--- src/rtl/fetch_stage.sv ---
// Instruction-fetch stage: PC, single-outstanding request/response fetch from
// a variable-latency memory, and an in-order queue of {instruction, PC+4} for decode.
module fetch_stage #(
    parameter logic [31:0] RESET_PC = 32'h0000_0000,
    parameter int          QDEPTH   = 2
) (
    input  logic        CLK,
    input  logic        RESET,
    output logic        imem_req,
    output logic [31:0] imem_addr,
    input  logic        imem_ready,
    input  logic        imem_rvalid,
    input  logic [31:0] imem_rdata,
    input  logic        StallD,
    input  logic        redirect,
    input  logic [31:0] redirect_pc,
    output logic        valid_out,
    output logic [31:0] instruction_out,
    output logic [31:0] PCPlus4_out
);

    localparam int PW = (QDEPTH > 1) ? $clog2(QDEPTH) : 1;
    localparam int CW = $clog2(QDEPTH + 1);
    localparam logic [CW-1:0] FULL_COUNT = CW'(QDEPTH);
    localparam logic [CW-1:0] COUNT_ONE  = CW'(1);
    localparam logic [PW-1:0] PTR_ONE    = PW'(1);

    localparam logic [1:0] S_REQ     = 2'd0;
    localparam logic [1:0] S_WAIT    = 2'd1;
    localparam logic [1:0] S_DISCARD = 2'd2;

    logic [1:0]    r_state;
    logic [31:0]   r_pc;
    logic [31:0]   r_req_pc;
    logic [31:0]   r_q_instr [QDEPTH];
    logic [31:0]   r_q_pc4   [QDEPTH];
    logic [PW-1:0] r_rd_ptr;
    logic [PW-1:0] r_wr_ptr;
    logic [CW-1:0] r_count;

    logic          w_accept;
    logic          w_push;
    logic          w_pop;
    logic          w_not_empty;
    logic [31:0]   w_redirect_pc;

    assign w_not_empty   = (r_count != '0);
    assign w_redirect_pc = {redirect_pc[31:2], 2'b00};

    // RESET gates the request directly so nothing is offered while reset is held.
    assign imem_req  = !RESET && (r_state == S_REQ) && (r_count < FULL_COUNT);
    assign imem_addr = r_pc;
    assign w_accept  = imem_req && imem_ready;

    // A redirect kills both the returning word and the head pop in its cycle.
    assign w_push = (r_state == S_WAIT) && imem_rvalid && !redirect;
    assign w_pop  = w_not_empty && !StallD && !redirect;

    assign valid_out       = w_not_empty;
    assign instruction_out = w_not_empty ? r_q_instr[r_rd_ptr] : '0;
    assign PCPlus4_out     = w_not_empty ? r_q_pc4[r_rd_ptr]   : '0;

    // NOTE: sequential state uses non-blocking assignments so every register
    // samples the pre-edge values regardless of statement order.
    always_ff @(posedge CLK or posedge RESET) begin
        if (RESET) begin
            r_state  <= S_REQ;
            r_pc     <= RESET_PC;
            r_req_pc <= RESET_PC;
        end else begin
            if (redirect) begin
                r_pc <= w_redirect_pc;
            end else if (w_accept) begin
                r_pc <= r_pc + 32'd4;
            end

            if (w_accept) begin
                r_req_pc <= r_pc;
            end

            case (r_state)
                S_REQ: begin
                    if (w_accept) begin
                        r_state <= redirect ? S_DISCARD : S_WAIT;
                    end
                end
                S_WAIT: begin
                    if (imem_rvalid) begin
                        r_state <= S_REQ;
                    end else if (redirect) begin
                        r_state <= S_DISCARD;
                    end
                end
                S_DISCARD: begin
                    if (imem_rvalid) begin
                        r_state <= S_REQ;
                    end
                end
                default: r_state <= S_REQ;
            endcase
        end
    end

    always_ff @(posedge CLK or posedge RESET) begin
        if (RESET) begin
            r_rd_ptr <= '0;
            r_wr_ptr <= '0;
            r_count  <= '0;
        end else if (redirect) begin
            r_rd_ptr <= '0;
            r_wr_ptr <= '0;
            r_count  <= '0;
        end else begin
            if (w_push) begin
                r_wr_ptr <= r_wr_ptr + PTR_ONE;
            end
            if (w_pop) begin
                r_rd_ptr <= r_rd_ptr + PTR_ONE;
            end
            case ({w_push, w_pop})
                2'b10:   r_count <= r_count + COUNT_ONE;
                2'b01:   r_count <= r_count - COUNT_ONE;
                default: r_count <= r_count;
            endcase
        end
    end

    // NOTE: queue storage has no reset; r_count gates every read, so stale
    // contents are never visible and the array can map to plain flops/RAM.
    always_ff @(posedge CLK) begin
        if (w_push) begin
            r_q_instr[r_wr_ptr] <= imem_rdata;
            r_q_pc4[r_wr_ptr]   <= r_req_pc + 32'd4;
        end
    end

endmodule
--- config.mk ---
export PLATFORM = sky130hd
export DESIGN_NAME = fetch_stage
export DESIGN_NICKNAME = d
export VERILOG_FILES = /design/src/rtl/fetch_stage.sv
export SDC_FILE = /design/constraint.sdc
export NUM_CORES = 1
export LEC_CHECK = 0
export CAP_MARGIN = 20
export CORE_AREA = 2 2 158 160
export CTS_BUF_LIST = sky130_fd_sc_hd__clkbuf_16
export DETAILED_ROUTE_END_ITERATION = 16
export DIE_AREA = 0 0 160 162
export GPL_ROUTABILITY_DRIVEN = 0
export PLACE_DENSITY = 0.62
export SLEW_MARGIN = 20
export SYNTH_ARGS = -nofsm -noshare
export SYNTH_HDL_FRONTEND = slang
export SYNTH_SLANG_ARGS = --single-unit
--- constraint.sdc ---
create_clock -name CLK -period 9.1 [get_ports CLK]
set_input_delay 1.82 -clock CLK [delete_from_list [all_inputs] [get_ports CLK]]
set_output_delay 1.82 -clock CLK [all_outputs]
set_load 0.005 [all_outputs]
; After elaboration in Yosys (flattened, before gate mapping)
; Memories as Yosys holds them, arrays and structs flattened.
; Cells that the tools add are included.
[word_totals]
output_inout_bits = 98
regBits = 70
inputBits = 70
memories = 2
mem_bits_rw = 128
wordCells = 57
[classes]
n_lt_le_gt_ge = 1
n_reduce_logical = 17
eq_ne = 7
muxes = 18
n_addsub = 6
[mem_list]
columns = name, depth, word_bits, read_ports, rd_ports_with_merged_regs, write_ports, line
row1 = r_q_instr, 2, 32, 1, 0, 1, 35  ; logic [31:0] r_q_instr [QDEPTH];
row2 = r_q_pc4, 2, 32, 1, 0, 1, 36  ; logic [31:0] r_q_pc4 [QDEPTH];
[ops]
columns = operator, n
row1 = 32-bit 2-to-1 mux, 4
row2 = 32-bit by 3-bit adder with 32-bit output (second input constant), 2
row3 = 2-bit 2-to-1 mux, 6
row4 = 2-bit nonzero test, 4
row5 = 1-bit logical AND, 7
row6 = 1-bit 2-to-1 mux, 6
row7 = 2-bit case mux with 3 select lines, 1
row8 = 2-bit by 1-bit equality test with 1-bit output (second input constant), 2
row9 = 2-bit equality test (second input constant), 2
row10 = 2-bit != test (second input constant), 2
row11 = 2-bit case mux with 2 select lines, 1
row12 = 1-bit logical NOT, 3
row13 = 3-bit != test (second input constant), 1
row14 = 3-bit AND reduction, 1
row15 = 3-bit nonzero test, 1
row16 = 1-bit adder (second input constant), 2
row17 = 2-bit by 1-bit adder with 2-bit output (second input constant), 1
row18 = 2-bit logical NOT, 1
row19 = 2-bit < comparator (second input constant), 1
row20 = 2-bit by 1-bit subtractor with 2-bit output (second input constant), 1

; Depth between registers and ports, before layout
; Gate-level depths: netlist of run 1.
[logic_depth]
word_depth = 6
depth_mapped = 7
depth_no_buf = 5

; Worst setup path before layout of run 1
; OpenSTA, ideal clock, no wires.
[synth_path]
path_kind = in2reg
from = in redirect
to = mem r_q_instr[1][0] (enable)
setup_time_ns = 0.571
cell_stages = 3
setup_slack_ns = 1.765
t_required_ns = 8.529
t_arrival_ns = 6.764
cell_sequence = clkbuf_1 > clkbuf_1 > nor3b_1
[synth_between]
elab_chain_cells = 4
[synth_rtl]
columns = element, line
row1 = start: declaration, 15  ; input logic redirect,
row2 = 1-bit logical NOT, 56  ; assign w_push = (r_state == S_WAIT) && imem_rvalid && !redirect;
row3 = 1-bit logical AND, 56
row4 = 1-bit 2-to-1 mux, 131  ; if (w_push) begin
row5 = 1-bit 2-to-1 mux (implied by the code), 132  ; r_q_instr[r_wr_ptr] <= imem_rdata;
row6 = end: declaration, 35
; Every way passes these cells.

; Final worst setup path of run 1
[layout_path]
from = in RESET
to = out imem_req
[layout_between]
elab_chain_cells = 3
[layout_rtl]
columns = element, line
row1 = start: declaration, 8  ; input logic RESET,
row2 = 1-bit logical NOT (no source line), -
row3 = 1-bit logical AND (2 in a row), 51  ; assign imem_req = !RESET && (r_state == S_REQ) && (r_count < FULL_COUNT);
row4 = end: declaration, 9  ; output logic imem_req,
; Every way passes these cells.

==> results of run 1 <==
==> cells by family after synthesis <==
group                      count (synthesis)
adders and majority gates                  2
xor gates and xnor gates                  38
muxes                                     89
other                                      1
buffers and inverters                     47
DFF                                      190
and+or+nand+nor                          223
AOI/OAI and AO/OA                         60
==> synth_stat cells, types with 14 or more instances <==
cell type  number  area share (%)
a31oi_1        15             1.1
clkbuf_1       25             1.1
dfrtp_1        66              20
edfxtp_1      124              45
mux2_2         26             3.5
mux2i_1        63             7.6
nand2_1        39             1.8
nand3_1        22             1.3
nand4_1        19             1.4
nor2_1         87             3.9
o21ai_0        22             1.3
or4_1          14             1.3
xnor2_1        34             3.6
==> worst max path at each step <==
stage / endpoint / depth (start not counted)
5_1_grt: imem_req / 4
4_1_cts: imem_req / 4
3_5_place_dp: imem_req / 4
3_3_place_gp: imem_req / 4
6_report: imem_req / 4
2_1_floorplan: r_q_instr[1][0] / 3
==> flip-flops by register name (all words and copies together), names as in the netlist <==
name / cells
r_rd_ptr: 1
r_q_pc4: 60
r_state: 2
r_count: 2
r_q_instr: 64
r_req_pc: 30
imem_addr: 30
r_wr_ptr: 1
==> layout make-up <==
| type | instances | area, µm² |
|---|---|---|
| sequential | 190 | 5380 |
| tap | 324 | 405 |
| fill | 2274 | 13300 |
| inverter | 10 | 37.5 |
| clock inverter | 14 | 101 |
| multi-input combinational | 416 | 2780 |
| timing repair buffer | 170 | 1680 |
| clock buffer | 18 | 450 |
==> metrics by stage <==
step	cells	instance area (µm²)	hold slack, ns
2_1_floorplan	653	8340	0.492
3_3_place_gp	1110	10300	0.514
3_5_place_dp	1110	10300	0.519
4_1_cts	1142	10800	0.547
5_1_grt	1142	10800	0.569
6_report	1142	10800	0.550
==> critical path, stage by stage <==
cell and delay (ns):
clkdlybuf4s50_1 0.46, or4_1 0.61, inv_1 0.14, clkdlybuf4s50_1 0.51
==> routing by layer <==
metal / vias up / wire length, µm / share of wire [%]
li1: 2698 / - / -
met4: 0 / 180 / 1.0
met2: 146 / 8140 / 47
met1: 2661 / 8470 / 49
met5: - / 0 / 0
met3: 10 / 663 / 3.8
==> power by group through the flow <==
stage                     Clock [mW]  Combinational [mW]  Sequential, mW
after floorplan                    0               0.142            1.07
after global placement             0               0.236            1.09
after detailed placement           0               0.241            1.09
after CTS                      0.721               0.242            1.07
after global routing           0.757               0.264            1.09
final                          0.699               0.238            1.07
==> summary.txt, run 1 <==
Outcome
  • Status: complete, no violations

Clocking
  • CTS tree: done
  • Cts hold-fix bufs: 0
  • Root Buffer: clkbuf_16
  • Clock-pin slew on the worst setup and hold paths: approximately 0.070 ns
  • Max Root-Sink Buffers: 2
  • Number of post-CTS setup repair buffers: 0
  • H-tree Lvls: 4
  • Total CTS buffers: 17
  • Post-cts sizing count: 0
  • Clock sinks: 190
  • Clock latency on the worst-skew pair: between 0.4 and 0.5 ns

Pwr
  • Max VDD drop: 0.0977 mV
  • Pwr dens: 186 nW/µm²
  • Power share of the combinational group: a little under an eighth
  • Clock share of power: a little over a third
  • Power Total: approximately 2.0 mW
  • Power Internal: roughly 1.5 mW
  • Sw Ratio: roughly a quarter
  • Sequential power share: 53.4%
  • Psw: approximately 0.50 mW
  • Static Leak: 3.63 nW

Yosys
  • Avg Synthesized Cell Area: 12.8 µm²
  • Post-Synth Adder-Cell Area: less than 1%
  • Multiplexer area fraction after synthesis: between 10% and 20%
  • FFs w/ async S/R, synth: between 30% and 40%
  • Compound-Gate Fraction of Synth Area: 4.45%
  • Post-synthesis sequential area ratio: between 60% and 70%
  • Largest family of logic cells by synthesized area: simple AND/OR/NAND/NOR gates
  • Simple-gate portion of the synthesized area: 13.1%
  • Synth Area in XOR/XNOR: 4.00%
  • YS warnings: 0
  • Yosys reg bits: between 150 and 200
  • Main synth FF type: edfxtp_1
  • Mapped Area: ~8300 µm²
  • Yosys cell types: 43
  • Gate Count Post-Synth: 650
  • Number of flops mapped to enable cells by yosys: 124

Cells and area
  • Area grow syn2layout: 30.1%
  • Most frequent cells in the layout: 161 x clkdlybuf4s50_1, 124 x edfxtp_1, 86 x nor2_1
  • Final design utilization: between 40 and 50%
  • Commonest non-fill, non-tap cell in the layout: clkdlybuf4s50_1
  • Final net count: approximately 900
  • Layout cells sized above 1: about 9.0%
  • Ant diodes: 0

STA
  • Final Max Tran Viols: 0
  • Setup violators final: 0
  • Skew final: 0.0122 ns
  • Setup TNS: 0 ns
  • Fmax: around 0.19 GHz
  • Fin crit period: ~5.4 ns
  • Final hold vios: 0
  • Worst Slack Setup Final: 3.74 ns
  • Slew @ Worst Pin: a little under 0.9 ns
  • Unrepaired setup endpoints after global routing: no
  • Max-slew headroom: a little over two fifths
  • Period utilization: between 50% and 60%

Place
  • Dpl ws: ~3.7 ns
  • HPWL after DPL: approximately 12,000 µm
  • Port Buffers: ~160

Global routing
  • Vias in the first global route: 5,297
  • Initial antenna violation count: 0
  • Met1 GRT Util: 19.8%
  • First-pass GRT wire length: 28,400 µm
  • GR Overflow Total: 0
  • Largest net degree at the start of global routing: 66
  • GRT Overall Usage: 13.9%
  • Met2 Use GR: between 20% and 30%
  • Grt met3 use: between 2 and 2.5%
  • GR peak layer: met2

Worst hold path
  • Hold depth: 1
  • Min-delay src: r_req_pc[31]
  • Hold Path End: r_req_pc[31]
  • HP Class: flip-flop to flip-flop

Worst setup path
  • Crit path DAT: about 3.5 ns
  • Critical path class: input port to primary output
  • Worst R2R Path Depth: 4
  • Reg-to-Reg End: imem_addr[24]
  • CP Capture Type: primary output
  • Reg2Reg Launch Point: r_count[1]
  • Critical Path Source: RESET
  • CP Max Fanout: 10
  • FF-to-FF setup slack: ~6.3 ns
  • CP startpoint kind: input port
  • Worst EP required: about 7.3 ns

Route
  • Vias per inst: just under 5
  • Routed via count: ~5.5k
  • Total wire length: about 17,000 µm
  • First drt pass iteration count: 4
  • DRC viols: 0
  • Wire per inst: 15.3 µm
  • Initial DRC Count: roughly 230
  • Post-route ant nets: 0

Job
  • Max Cap Viol: 0

Die
  • Die Y: ~160 µm
  • Num rows: 57
  • Starting Density: between 30% and 40%
  • I/O pins: 168
  • Die width: 160 µm
  • Core box area: about 24,000 µm²
  • Full die area: 25,900 µm²
Power figures use the tool's default switching activity.
==> inputs of run 2 (changes only) <==
PLACE_DENSITY = 0.64   (was 0.62)
clock period = 4.8 ns   (was 9.1 ns; I/O delays follow)
==> summary.txt, run 2 (same netlist as run 1, synthesis figures left out) <==
Outcome
  • Status: complete, no violations (unchanged)

Global routing
  • Initial antenna violation count: 0 (unchanged)
  • Vias in the first global route: 5,448 (was 5,297)
  • GR Overflow Total: 0 (unchanged)
  • GRT Overall Usage: 14.1% (was 13.9%)
  • First-pass GRT wire length: 29,000 µm (was 28,400 µm)
  • Largest net degree at the start of global routing: 63 (was 66)

Worst hold path
  • Hold depth: 1 (unchanged)
  • HP Class: flip-flop to flip-flop (unchanged)

STA
  • Fin crit period: between 3 and 4 ns
  • Skew final: 0.0122 ns (about the same)
  • Worst Slack Setup Final: 1.19 ns (was 3.74 ns)
  • Max-slew headroom: 25.6% (was 42.4%)
  • Final hold vios: 0 (unchanged)
  • Period utilization: 75.2%
  • Fmax: ~0.28 GHz
  • Setup violators final: 0 (unchanged)
  • Slew @ Worst Pin: 1.12 ns (was 0.865 ns)
  • Hold Slack: 0.546 ns (was 0.550 ns)
  • Unrepaired setup endpoints after global routing: no (unchanged)
  • Final Max Tran Viols: 0 (unchanged)
  • Setup TNS: 0 ns (unchanged)

Clocking
  • Clock sinks: 190 (unchanged)
  • Max Root-Sink Buffers: 2 (unchanged)
  • Post-cts sizing count: 0 (unchanged)
  • Number of post-CTS setup repair buffers: 0 (unchanged)
  • H-tree Lvls: 4 (unchanged)
  • Cts hold-fix bufs: 0 (unchanged)
  • Root Buffer: clkbuf_16 (unchanged)
  • Clock latency on the worst-skew pair: 0.42 ns (about the same)
  • Total CTS buffers: 17 (unchanged)
  • Clock-pin slew on the worst setup and hold paths: 0.07 ns (about the same)
  • CTS tree: done (unchanged)

Worst setup path
  • Reg2Reg Launch Point: r_count[1] (unchanged)
  • CP startpoint kind: input port (unchanged)
  • Crit path DAT: 2.65 ns (was 3.54 ns)
  • Critical Path Source: RESET (unchanged)
  • Stages on the worst setup path: 4 (unchanged)
  • Worst R2R Path Depth: 4 (unchanged)
  • CP top delay family: buffers and inverters (unchanged)
  • FF-to-FF setup slack: 1.94 ns (was 6.26 ns)
  • Crit path capture: imem_req (unchanged)
  • Max stage delay cell, worst path: or4_1 (unchanged)
  • Buf/Inv on CP: 3 (unchanged)
  • Reg-to-Reg End: imem_addr[28] (was imem_addr[24])
  • CP Max Fanout: 10 (unchanged)
  • CP Capture Type: primary output (unchanged)
  • Critical path class: input port to primary output (unchanged)
  • Largest stage delay on the critical path: 0.60 ns (was 0.61 ns)
  • Crit-path most repeated cell: clkdlybuf4s50_1 (unchanged)
  • Worst EP required: 3.84 ns (was 7.28 ns)
  • CP cell instances: clkdlybuf4s50_1 -> or4_1 -> inv_1 -> clkdlybuf4s50_1 (unchanged)

Cells and area
  • Max FFs per register: 64 (unchanged)
  • Largest Register: r_q_instr (unchanged)
  • Layout cells sized above 1: 9.39% (was 9.05%)
  • Final design utilization: 45.2% (was 45.0%)
  • Ant diodes: 0 (unchanged)
  • Fill count: 2,219 (was 2,274)
  • Final net count: 879 (was 877)
  • Area grow syn2layout: 30.7% (was 30.1%)
  • Commonest non-fill, non-tap cell in the layout: clkdlybuf4s50_1 (unchanged)
  • Most frequent cells in the layout: 161 x clkdlybuf4s50_1, 124 x edfxtp_1, 86 x nor2_1 (unchanged)
  • Biggest regs: r_q_instr (64), r_q_pc4 (60) (unchanged)

Die
  • Core box area: 24,100 µm² (unchanged)
  • Die width: 160 µm (unchanged)
  • Die Y: 162 µm (unchanged)
  • Starting Density: 34.6% (unchanged)
  • I/O pins: 168 (unchanged)
  • Full die area: 25,900 µm² (unchanged)
  • Num rows: 57 (unchanged)

Route
  • Post-route ant nets: 0 (unchanged)
  • First drt pass iteration count: 4 (unchanged)
  • Wire per inst: 15.6 µm (was 15.3 µm)
  • Vias per inst: 4.82 (was 4.83)
  • Routed via count: 5,516 (was 5,515)
  • Total wire length: 17,900 µm (was 17,500 µm)
  • DRC viols: 0 (unchanged)
  • Initial DRC Count: 328 (was 233)

Pwr
  • Max VDD drop: 0.175 mV (was 0.0977 mV)
  • Pwr dens: 353 nW/µm² (was 186 nW/µm²)
  • Static Leak: 3.65 nW (was 3.63 nW)

Place
  • Port Buffers: 161 (unchanged)
  • HPWL after DPL: 12,100 µm (was 11,600 µm)
  • Dpl ws: 1.06 ns (was 3.73 ns)

Job
  • Max Cap Viol: 0 (unchanged)
==> run 2: metal layers <==
metal	GRT usage (%)	vias to the layer above	wire, µm	part of all wire (%)
li1	-	2711	-	-
met1	19.4	2652	8710	49
met2	23.0	151	8410	47
met3	2.81	2	704	3.9
met4	3.85	0	75	0.42
met5	0	-	0	0
==> run 2: where the power goes <==
part	switching, mW	internal [mW]	total [mW]
combinational	0.188	0.258	0.446
clock	0.622	0.737	1.36
sequential	0.142	1.90	2.04
==> run 2: cell type report <==
class / count / area, µm² / share of cell area, %
sequential: 190 / 5380 / 49.4
multi-input combinational: 416 / 2800 / 25.7
timing repair buffer: 172 / 1690 / 15.6
clock buffer: 19 / 475 / 4.37
tap: 324 / 405 / 3.72
clock inverter: 13 / 98.8 / 0.908
inverter: 10 / 37.5 / 0.345
==> run 2: per-stage QoR <==
step	cells	power, mW	cell area, µm²
after floorplan	653	2.30	8350
after CTS	1144	3.91	10900
final	1144	3.85	10900
after global routing	1144	4.03	10900
after global placement	1112	2.51	10300
after detailed placement	1112	2.53	10300
==> run 2: worst reg2reg max path, delay by kind of cell (launching register included) <==
kind	cells	cell delay, ns
flops	1	0.45
simple gates	3	2.16
compound gates	1	0.18
==> run 2: worst min-delay path by stage <==
| stage | from | end | slack (ns) |
|---|---|---|---|
| after global routing | r_state[1] | r_state[1] | 0.58 |
| final | r_state[1] | r_state[1] | 0.55 |
| after detailed placement | r_state[1] | r_state[1] | 0.52 |
| after floorplan | r_req_pc[8] | r_req_pc[8] | 0.49 |
| after global placement | r_state[1] | r_state[1] | 0.52 |
| after CTS | r_state[1] | r_state[1] | 0.55 |
